==> config.mk <==
export PLATFORM = sky130hd
export DESIGN_NAME = ps2_key_fifo
export DESIGN_NICKNAME = d
export VERILOG_FILES = /design/src/rtl/ps2_key_fifo.sv
export SDC_FILE = /design/constraint.sdc
export NUM_CORES = 1
export LEC_CHECK = 0
export ABC_AREA = 1
export CAP_MARGIN = 5
export CORE_MARGIN = 10
export CORE_UTILIZATION = 45
export DETAILED_ROUTE_END_ITERATION = 8
export MAX_ROUTING_LAYER = met4
export PLACE_DENSITY = 0.63
export SLEW_MARGIN = 20
export SYNTH_ARGS = -nofsm -noshare
export SYNTH_HDL_FRONTEND = slang
export SYNTH_SLANG_ARGS = --single-unit
==> constraint.sdc <==
create_clock -name clk -period 4.6 [get_ports clk]
set_input_delay 1.15 -clock clk [delete_from_list [all_inputs] [get_ports clk]]
set_output_delay 1.15 -clock clk [all_outputs]
set_load 0.01 [all_outputs]
==> src/rtl/ps2_key_fifo.sv <==
// PS/2 keyboard receiver: frames 11-bit packets, folds E0/F0 prefixes into one event, buffers events in a FWFT FIFO.
// Latency: event visible SYNC_STAGES+2 clk cycles after the stop-bit falling edge on the pin.
// Backpressure: evt_valid/evt_ready pop port; a push into a full FIFO is dropped and sets sticky overflow.
// Optional macro PS2_TIMEOUT_EN: abort a stalled frame after TIMEOUT_CYCLES idle cycles mid-frame.
module ps2_key_fifo #(
  parameter int FIFO_DEPTH     = 8,
  parameter int SYNC_STAGES    = 2,
  parameter int TIMEOUT_CYCLES = 100000
) (
  input  logic                          clk,
  input  logic                          rst,
  input  logic                          ps2_clk,
  input  logic                          ps2_data,
  output logic                          evt_valid,
  input  logic                          evt_ready,
  output logic [9:0]                    evt_data,
  output logic [$clog2(FIFO_DEPTH):0]   evt_count,
  output logic                          overflow,
  output logic                          frame_err,
  input  logic                          clr_err
);

  localparam int AW = $clog2(FIFO_DEPTH);
  localparam int CW = AW + 1;
  localparam logic [7:0] BYTE_EXT = 8'hE0;
  localparam logic [7:0] BYTE_BRK = 8'hF0;

  typedef enum logic [1:0] {IDLE, DATA, PARITY, STOP} state_t;

  // Synchronizers and edge detect
  logic [SYNC_STAGES-1:0] clk_sync_q, clk_sync_d;
  logic [SYNC_STAGES-1:0] dat_sync_q, dat_sync_d;
  logic                   prev_clk_q, prev_clk_d;
  logic                   sync_clk, sync_dat, fall;

  // Frame receiver
  state_t      state_q, state_d;
  logic [7:0]  shift_q, shift_d;
  logic [2:0]  bit_cnt_q, bit_cnt_d;
  logic        par_q, par_d;
  logic        byte_vld_q, byte_vld_d;
  logic [7:0]  byte_q, byte_d;
  logic        frame_bad;
  logic        abort;

  // Prefix flags and sticky errors
  logic ext_q, ext_d, brk_q, brk_d;
  logic overflow_q, overflow_d, frame_err_q, frame_err_d;

  // Event FIFO
  logic [9:0]    mem_q [FIFO_DEPTH];
  logic [9:0]    mem_d [FIFO_DEPTH];
  logic [AW-1:0] wr_ptr_q, wr_ptr_d, rd_ptr_q, rd_ptr_d;
  logic [CW-1:0] count_q, count_d;
  logic          push, pop, full, push_acc;

`ifdef PS2_TIMEOUT_EN
  localparam int TW = $clog2(TIMEOUT_CYCLES + 1);
  logic [TW-1:0] to_cnt_q, to_cnt_d;

  // Idle-time counter while a frame is in progress; any falling edge restarts it
  always_comb begin
    to_cnt_d = '0;
    if (state_q != IDLE && !fall && !abort) to_cnt_d = to_cnt_q + 1'b1;
  end

  assign abort = (state_q != IDLE) && (to_cnt_q == TW'(TIMEOUT_CYCLES));

  // Timeout counter register
  always_ff @(posedge clk) begin
    if (rst) to_cnt_q <= '0;
    else     to_cnt_q <= to_cnt_d;
  end
`else
  assign abort = 1'b0;
`endif

  assign sync_clk = clk_sync_q[SYNC_STAGES-1];
  assign sync_dat = dat_sync_q[SYNC_STAGES-1];
  assign fall     = prev_clk_q & ~sync_clk;

  // Shift raw pins into the synchronizer chains
  always_comb begin
    clk_sync_d = {clk_sync_q[SYNC_STAGES-2:0], ps2_clk};
    dat_sync_d = {dat_sync_q[SYNC_STAGES-2:0], ps2_data};
    prev_clk_d = sync_clk;
  end

  // Frame FSM next state
  always_comb begin
    state_d = state_q;
    if (fall) begin
      unique case (state_q)
        IDLE:    if (!sync_dat) state_d = DATA;
        DATA:    if (bit_cnt_q == 3'd7) state_d = PARITY;
        PARITY:  state_d = STOP;
        STOP:    state_d = IDLE;
        default: state_d = IDLE;
      endcase
    end
    if (abort) state_d = IDLE;
  end

  // Frame FSM datapath: shift data, capture parity, check stop, flag a completed byte
  always_comb begin
    shift_d    = shift_q;
    bit_cnt_d  = bit_cnt_q;
    par_d      = par_q;
    byte_vld_d = 1'b0;
    byte_d     = byte_q;
    frame_bad  = 1'b0;
    if (fall && !abort) begin
      unique case (state_q)
        IDLE: if (!sync_dat) bit_cnt_d = 3'd0;
        DATA: begin
          shift_d   = {sync_dat, shift_q[7:1]};
          bit_cnt_d = bit_cnt_q + 3'd1;
        end
        PARITY: par_d = sync_dat;
        STOP: begin
          if ((^{shift_q, par_q}) && sync_dat) begin
            byte_vld_d = 1'b1;
            byte_d     = shift_q;
          end else begin
            frame_bad = 1'b1;
          end
        end
        default: ;
      endcase
    end
  end

  // Prefix folding, FIFO push/pop and sticky error flags
  always_comb begin
    push     = byte_vld_q && (byte_q != BYTE_EXT) && (byte_q != BYTE_BRK);
    pop      = evt_valid && evt_ready;
    full     = (count_q == CW'(FIFO_DEPTH));
    push_acc = push && (!full || pop);

    ext_d = ext_q;
    brk_d = brk_q;
    if (frame_bad || abort) begin
      ext_d = 1'b0;
      brk_d = 1'b0;
    end else if (byte_vld_q) begin
      if (byte_q == BYTE_EXT)      ext_d = 1'b1;
      else if (byte_q == BYTE_BRK) brk_d = 1'b1;
      else begin
        ext_d = 1'b0;
        brk_d = 1'b0;
      end
    end

    mem_d    = mem_q;
    wr_ptr_d = wr_ptr_q;
    rd_ptr_d = rd_ptr_q;
    count_d  = count_q;
    if (push_acc) begin
      mem_d[wr_ptr_q] = {brk_q, ext_q, byte_q};
      wr_ptr_d        = wr_ptr_q + 1'b1;
    end
    if (pop) rd_ptr_d = rd_ptr_q + 1'b1;
    if (push_acc && !pop)      count_d = count_q + 1'b1;
    else if (!push_acc && pop) count_d = count_q - 1'b1;

    // Clear wins over a same-cycle set
    overflow_d  = clr_err ? 1'b0 : (overflow_q  | (push && !push_acc));
    frame_err_d = clr_err ? 1'b0 : (frame_err_q | frame_bad);
  end

  // All state registers; synchronizers preset to the idle-high bus level
  always_ff @(posedge clk) begin
    if (rst) begin
      clk_sync_q  <= '1;
      dat_sync_q  <= '1;
      prev_clk_q  <= 1'b1;
      state_q     <= IDLE;
      shift_q     <= '0;
      bit_cnt_q   <= '0;
      par_q       <= 1'b0;
      byte_vld_q  <= 1'b0;
      byte_q      <= '0;
      ext_q       <= 1'b0;
      brk_q       <= 1'b0;
      overflow_q  <= 1'b0;
      frame_err_q <= 1'b0;
      wr_ptr_q    <= '0;
      rd_ptr_q    <= '0;
      count_q     <= '0;
      for (int i = 0; i < FIFO_DEPTH; i++) mem_q[i] <= '0;
    end else begin
      clk_sync_q  <= clk_sync_d;
      dat_sync_q  <= dat_sync_d;
      prev_clk_q  <= prev_clk_d;
      state_q     <= state_d;
      shift_q     <= shift_d;
      bit_cnt_q   <= bit_cnt_d;
      par_q       <= par_d;
      byte_vld_q  <= byte_vld_d;
      byte_q      <= byte_d;
      ext_q       <= ext_d;
      brk_q       <= brk_d;
      overflow_q  <= overflow_d;
      frame_err_q <= frame_err_d;
      wr_ptr_q    <= wr_ptr_d;
      rd_ptr_q    <= rd_ptr_d;
      count_q     <= count_d;
      mem_q       <= mem_d;
    end
  end

  assign evt_valid = (count_q != '0);
  assign evt_data  = evt_valid ? mem_q[rd_ptr_q] : 10'd0;
  assign evt_count = count_q;
  assign overflow  = overflow_q;
  assign frame_err = frame_err_q;

endmodule

* Word level (Yosys, flattened, before mapping) *
Cells that the tools add are included.

word-level totals
  register bits after elaboration = 122
  output and inout port bits = 17
  word-level logic and storage cells = 102

operators by class
  add/sub/neg operators = 5
  magnitude comparators = 3
  eq/ne operators = 12
  mux-type cells = 21
  bitwise operators = 9
  reductions and logical operators = 28

operators with widths
  kind                 number
  $bwmux 80            1
  $mux 10              4
  $bmux 10 s3          1
  $demux 10 s3         1
  $eq 8x8->1 const B   2
  $ne 8x8->1 const B   2
  $add 3x1->3 const B  3
  $logic_and 1x1->1    9
  $reduce_and 3->1     3
  $reduce_xor 9->1     1
  $ge 4x4->1 const B   2
  $mux 4               2
  $not 3->4            2
  $pmux 2 s4           1
  $reduce_and 2->1     4
  $mux 1               7
  $ne 2x2->1 const B   3
  $pmux 3 s2           1
  $add 4x1->4 const B  1
  $eq 2x2->1 const B   2
  $eq 4x4->1 const B   1
  $lt 4x1->1 const B   1
  $mux 2               2
  $not 1->1            4
  13 further kinds     18

* Depth between registers and ports, before layout *
  depth after elaboration = 8
  depth in mapped cells = 17
  mapped depth without buffers = 16

* Least setup slack after synthesis *
OpenSTA, ideal clock, no wires.

  path kind = in2reg
  from = input evt_ready
  to = register count_q[3] (netlist: evt_count[3])
  arrival = 2.731 ns
  setup slack = 1.749 ns
  stages on the path = 15
  path buffers = 0
  cells stage by stage = inv_1 > nand4_1 > nand3_4 > inv_1 > ha_1 > inv_1 > ha_1 > nand2_1 > nand2_1 > a21oi_1 > nor2_1 > nor2_1 > nand2_1 > o21ai_0 > a21oi_1

between the ends
  longest elaborated chain between the ends = 6

ends and longest elaborated chain
  element                      RTL line  source
  from (decl)                  15        input logic evt_ready,
  $logic_and 1x1->1 *          136       pop = evt_valid && evt_ready;
  $logic_or 1x1->1 *           138       push_acc = push && (!full || pop);
  $logic_and 1x1->1 *          138
  named net push_acc           55        logic push, pop, full, push_acc;
  $logic_not 1->1              164       else if (!push_acc && pop) count_d = count_q - 1'b1;
  $logic_and 1x1->1            164
  $reduce_bool 2->1 (no line)  n/a
  to (signal assigned)         207       count_q <= count_d;
  to (decl)                    54        logic [CW-1:0] count_q, count_d;

The timed path passes the listed nets; every way through them passes the cells marked *.
A chain may end at the register's enable or synchronous reset.

* Worst setup path in the final report *
  from = register rd_ptr_q[1]
  to = output evt_data[7]

between the ends
  longest elaborated chain between the ends = 5

ends and longest elaborated chain
  element                                      RTL line  source
  from (decl)                                  53        logic [AW-1:0] wr_ptr_q, wr_ptr_d, rd_ptr_q, rd_ptr_d;
  from (signal assigned)                       206       rd_ptr_q <= rd_ptr_d;
  $not 3->4 (not written as such)              213       assign evt_data = evt_valid ? mem_q[rd_ptr_q] : 10'd0;
  $bmux 10 s3                                  213
  $mux 10 (not written as such) (2 in series)  213
  $mux 10                                      213
  to (decl)                                    16        output logic [9:0] evt_data,

Every way passes these cells. The select of a mux whose other input is x is not followed.

==> run summary <==
Routed WL per cell: 16.1 um
Nets: 778
H-tree Lvls: 4
Vias in the first global route: 4746
Worst skew pair latency: 0.42 ns
Final clock skew: 0.00910 ns
Die Y: 132 um
Post-route minimum period: 3.88 ns
Relative slew slack: 25.5%
Sequential area share after synthesis: 43.3%
# IOs: 23
Tcrit/Tclk final: 84.4%
Row count: 40
Critical path type: reg2out
Core area: 0.0122 sq mm
Max-capacitance violation count: 0
Layout area overhead: 13.7%
Pins Over Slew Limit: 0
Ant diodes: 0
Starting Density: 46.4%
Outcome: finished, final reports clean
Sink Count: 122
CTS tree: yes
PD cells: 516 mW/mm^2
Total wire length: 15100 um
R2r endpoint: mem_q[51]
Final Hold Fails: 0
Root buf cell: clkbuf_16
Iter 0 DRT Violations: 427
Via-per-instance ratio: 5.39
Synth area leader: dfxtp_1
Share of cells above drive strength 1: 7.76%
CP Capture Type: output port
Synth Warn #: 0
First-pass GRT wire length: 24400 um
Worst hold path class: reg2reg
Area share of the leading cell type in the synthesized netlist: 43.3%
Final setup vio count: 0
Initial antenna violation count: 0
Setup TNS: 0 ns
Placed cells: 909
R2R depth: 7
WP data arrival: 2.73 ns
Worst Setup SP: rd_ptr_q[1]
Startpoint types: flop
RR Startpoint: byte_q[3]
Post-Syn Area per Cell: 7.30 sq um
Hold path startpoint: clk_sync_q[0]
Drt pass-1 iters: 5
Peak supply drop: 0.197 mV
Residual DRC: 0
Most frequent cells in the layout: 144 x a21oi_1, 122 x dfxtp_1, 116 x nand2_1
Commonest non-fill, non-tap cell in the layout: a21oi_1
Leak Pwr: 2.29 nW
Post-CTS resize count: 0
Die area: 0.0174 sq mm
CP required: 3.45 ns
Synth Cell Area: 0.00565 sq mm
Reg-to-reg slack, setup: 1.99 ns
# port buffers: 22
Vias: 5071
DP HPWL: 9600 um
Detail Route Antenna Nets: 0
Non-Filler Instances: 941
Clock Tree Buf Depth: 2
Actual slew at the worst max-slew pin: 1.11 ns
Syn nets: 791
Postcts setup bufs: 0
Synth top area cells: dfxtp_1 43%, a21oi_1 13%, o21ai_0 8.9%, nand2_1 7.7%, inv_1 5.2%
Worst-path clk slew: 0.06 ns
Die Span X: 132 um
Synth cell types: 32
Yosys reg bits: 122
GR Util All Layers: 17.8%
CP max FO: 22
Routability congestion estimate: 0.850
CTS Hold Bufs: 0
Unrepaired setup endpoints after global routing: false
Worst setup endpoint: evt_data[7]
Num CTS Buffers: 17
Pin count of the biggest net entering global routing: 70
GRT overflow: 0
Fmax: 258 MHz
Synth Instances: 773
[synth_stat cells, drive strengths merged]
library cell  count
clkinv            1
dfxtp           122
inv              80
o21ai           100
nand4            10
nor2             45
nand3            55
a211oi            1
nand2           120
a31oi            10
buf              27
xnor2             1
clkbuf           33
xor2              3
fa                1
nor3              2
or2               5
a21oi           145
o21ba             1
ha               11
[cell type report]
type / count / area, sq um
tap: 168 / 210
timing repair buffer: 28 / 260
inverter: 81 / 304
sequential: 122 / 2440
clock inverter: 12 / 146
multi-input combinational: 510 / 2590
clock buffer: 20 / 467
fill: 1182 / 5750
[through the flow]
step                      cell area [sq um]  total power, mW  hold WS, ns  util (%)  worst slack (ns)
after floorplan                        5650             1.64        0.389         -              1.75
after global placement                 5800             1.95        0.404      47.7              1.16
after detailed placement               5800             1.95        0.397      47.7              1.09
after CTS                              6420             3.32        0.415      52.8             0.726
after global routing                   6420             3.45        0.454      52.8             0.555
final                                  6420             3.31        0.412      52.8             0.718
[worst min-delay path by stage]
stage / to / depth (start not counted) / slack (ns)
after global placement: clk_sync_q[1] / 1 / 0.40
final: clk_sync_q[1] / 1 / 0.41
after CTS: clk_sync_q[1] / 1 / 0.41
after detailed placement: clk_sync_q[1] / 1 / 0.40
after floorplan: clk_sync_q[1] / 1 / 0.39
after global routing: clk_sync_q[1] / 1 / 0.45
[per-layer routing]
| metal | track usage (%) | share of wire, % |
|---|---|---|
| met1 | 20.8 | 44 |
| met2 | 27.9 | 47 |
| met3 | 4.46 | 6.7 |
| met4 | 8.84 | 3.1 |
| met5 | - | 0 |
[cell families after synthesis]
group                      count (synthesis)  share of synthesized area [%]
AOI/OAI and AO/OA                        257                           23.2
xor gates and xnor gates                   4                          0.621
adders and majority gates                 12                           2.79
buffers and inverters                    141                           10.9
DFF                                      122                           43.3
and+or+nand+nor                          237                           19.2
[registers in the layout, summed over array words and instances (netlist names)]
signal / cells
byte_q: 8
byte_vld_q: 1
prev_clk_q: 1
frame_err: 1
overflow: 1
wr_ptr_q: 3
bit_cnt_q: 3
evt_count: 4
ext_q: 1
brk_q: 1
par_q: 1
mem_q: 80
shift_q: 8
state_q: 2
rd_ptr_q: 3
dat_sync_q: 2
clk_sync_q: 2
[critical path: stages, from the launching register on]
cell and delay [ns]:
dfxtp_1 0.32, buf_4 0.26, inv_1 0.39, a21oi_1 0.24
o21ai_0 0.22, a31oi_1 0.27, clkdlybuf4s50_1 0.60
[where the power goes]
group | switching [mW] | internal (mW) | total (mW)
Clock | 0.484 | 0.889 | 1.37
Combinational | 0.508 | 0.307 | 0.816
Sequential | 0.0328 | 1.09 | 1.12
Note: power is estimated with default switching activity, not from simulation.
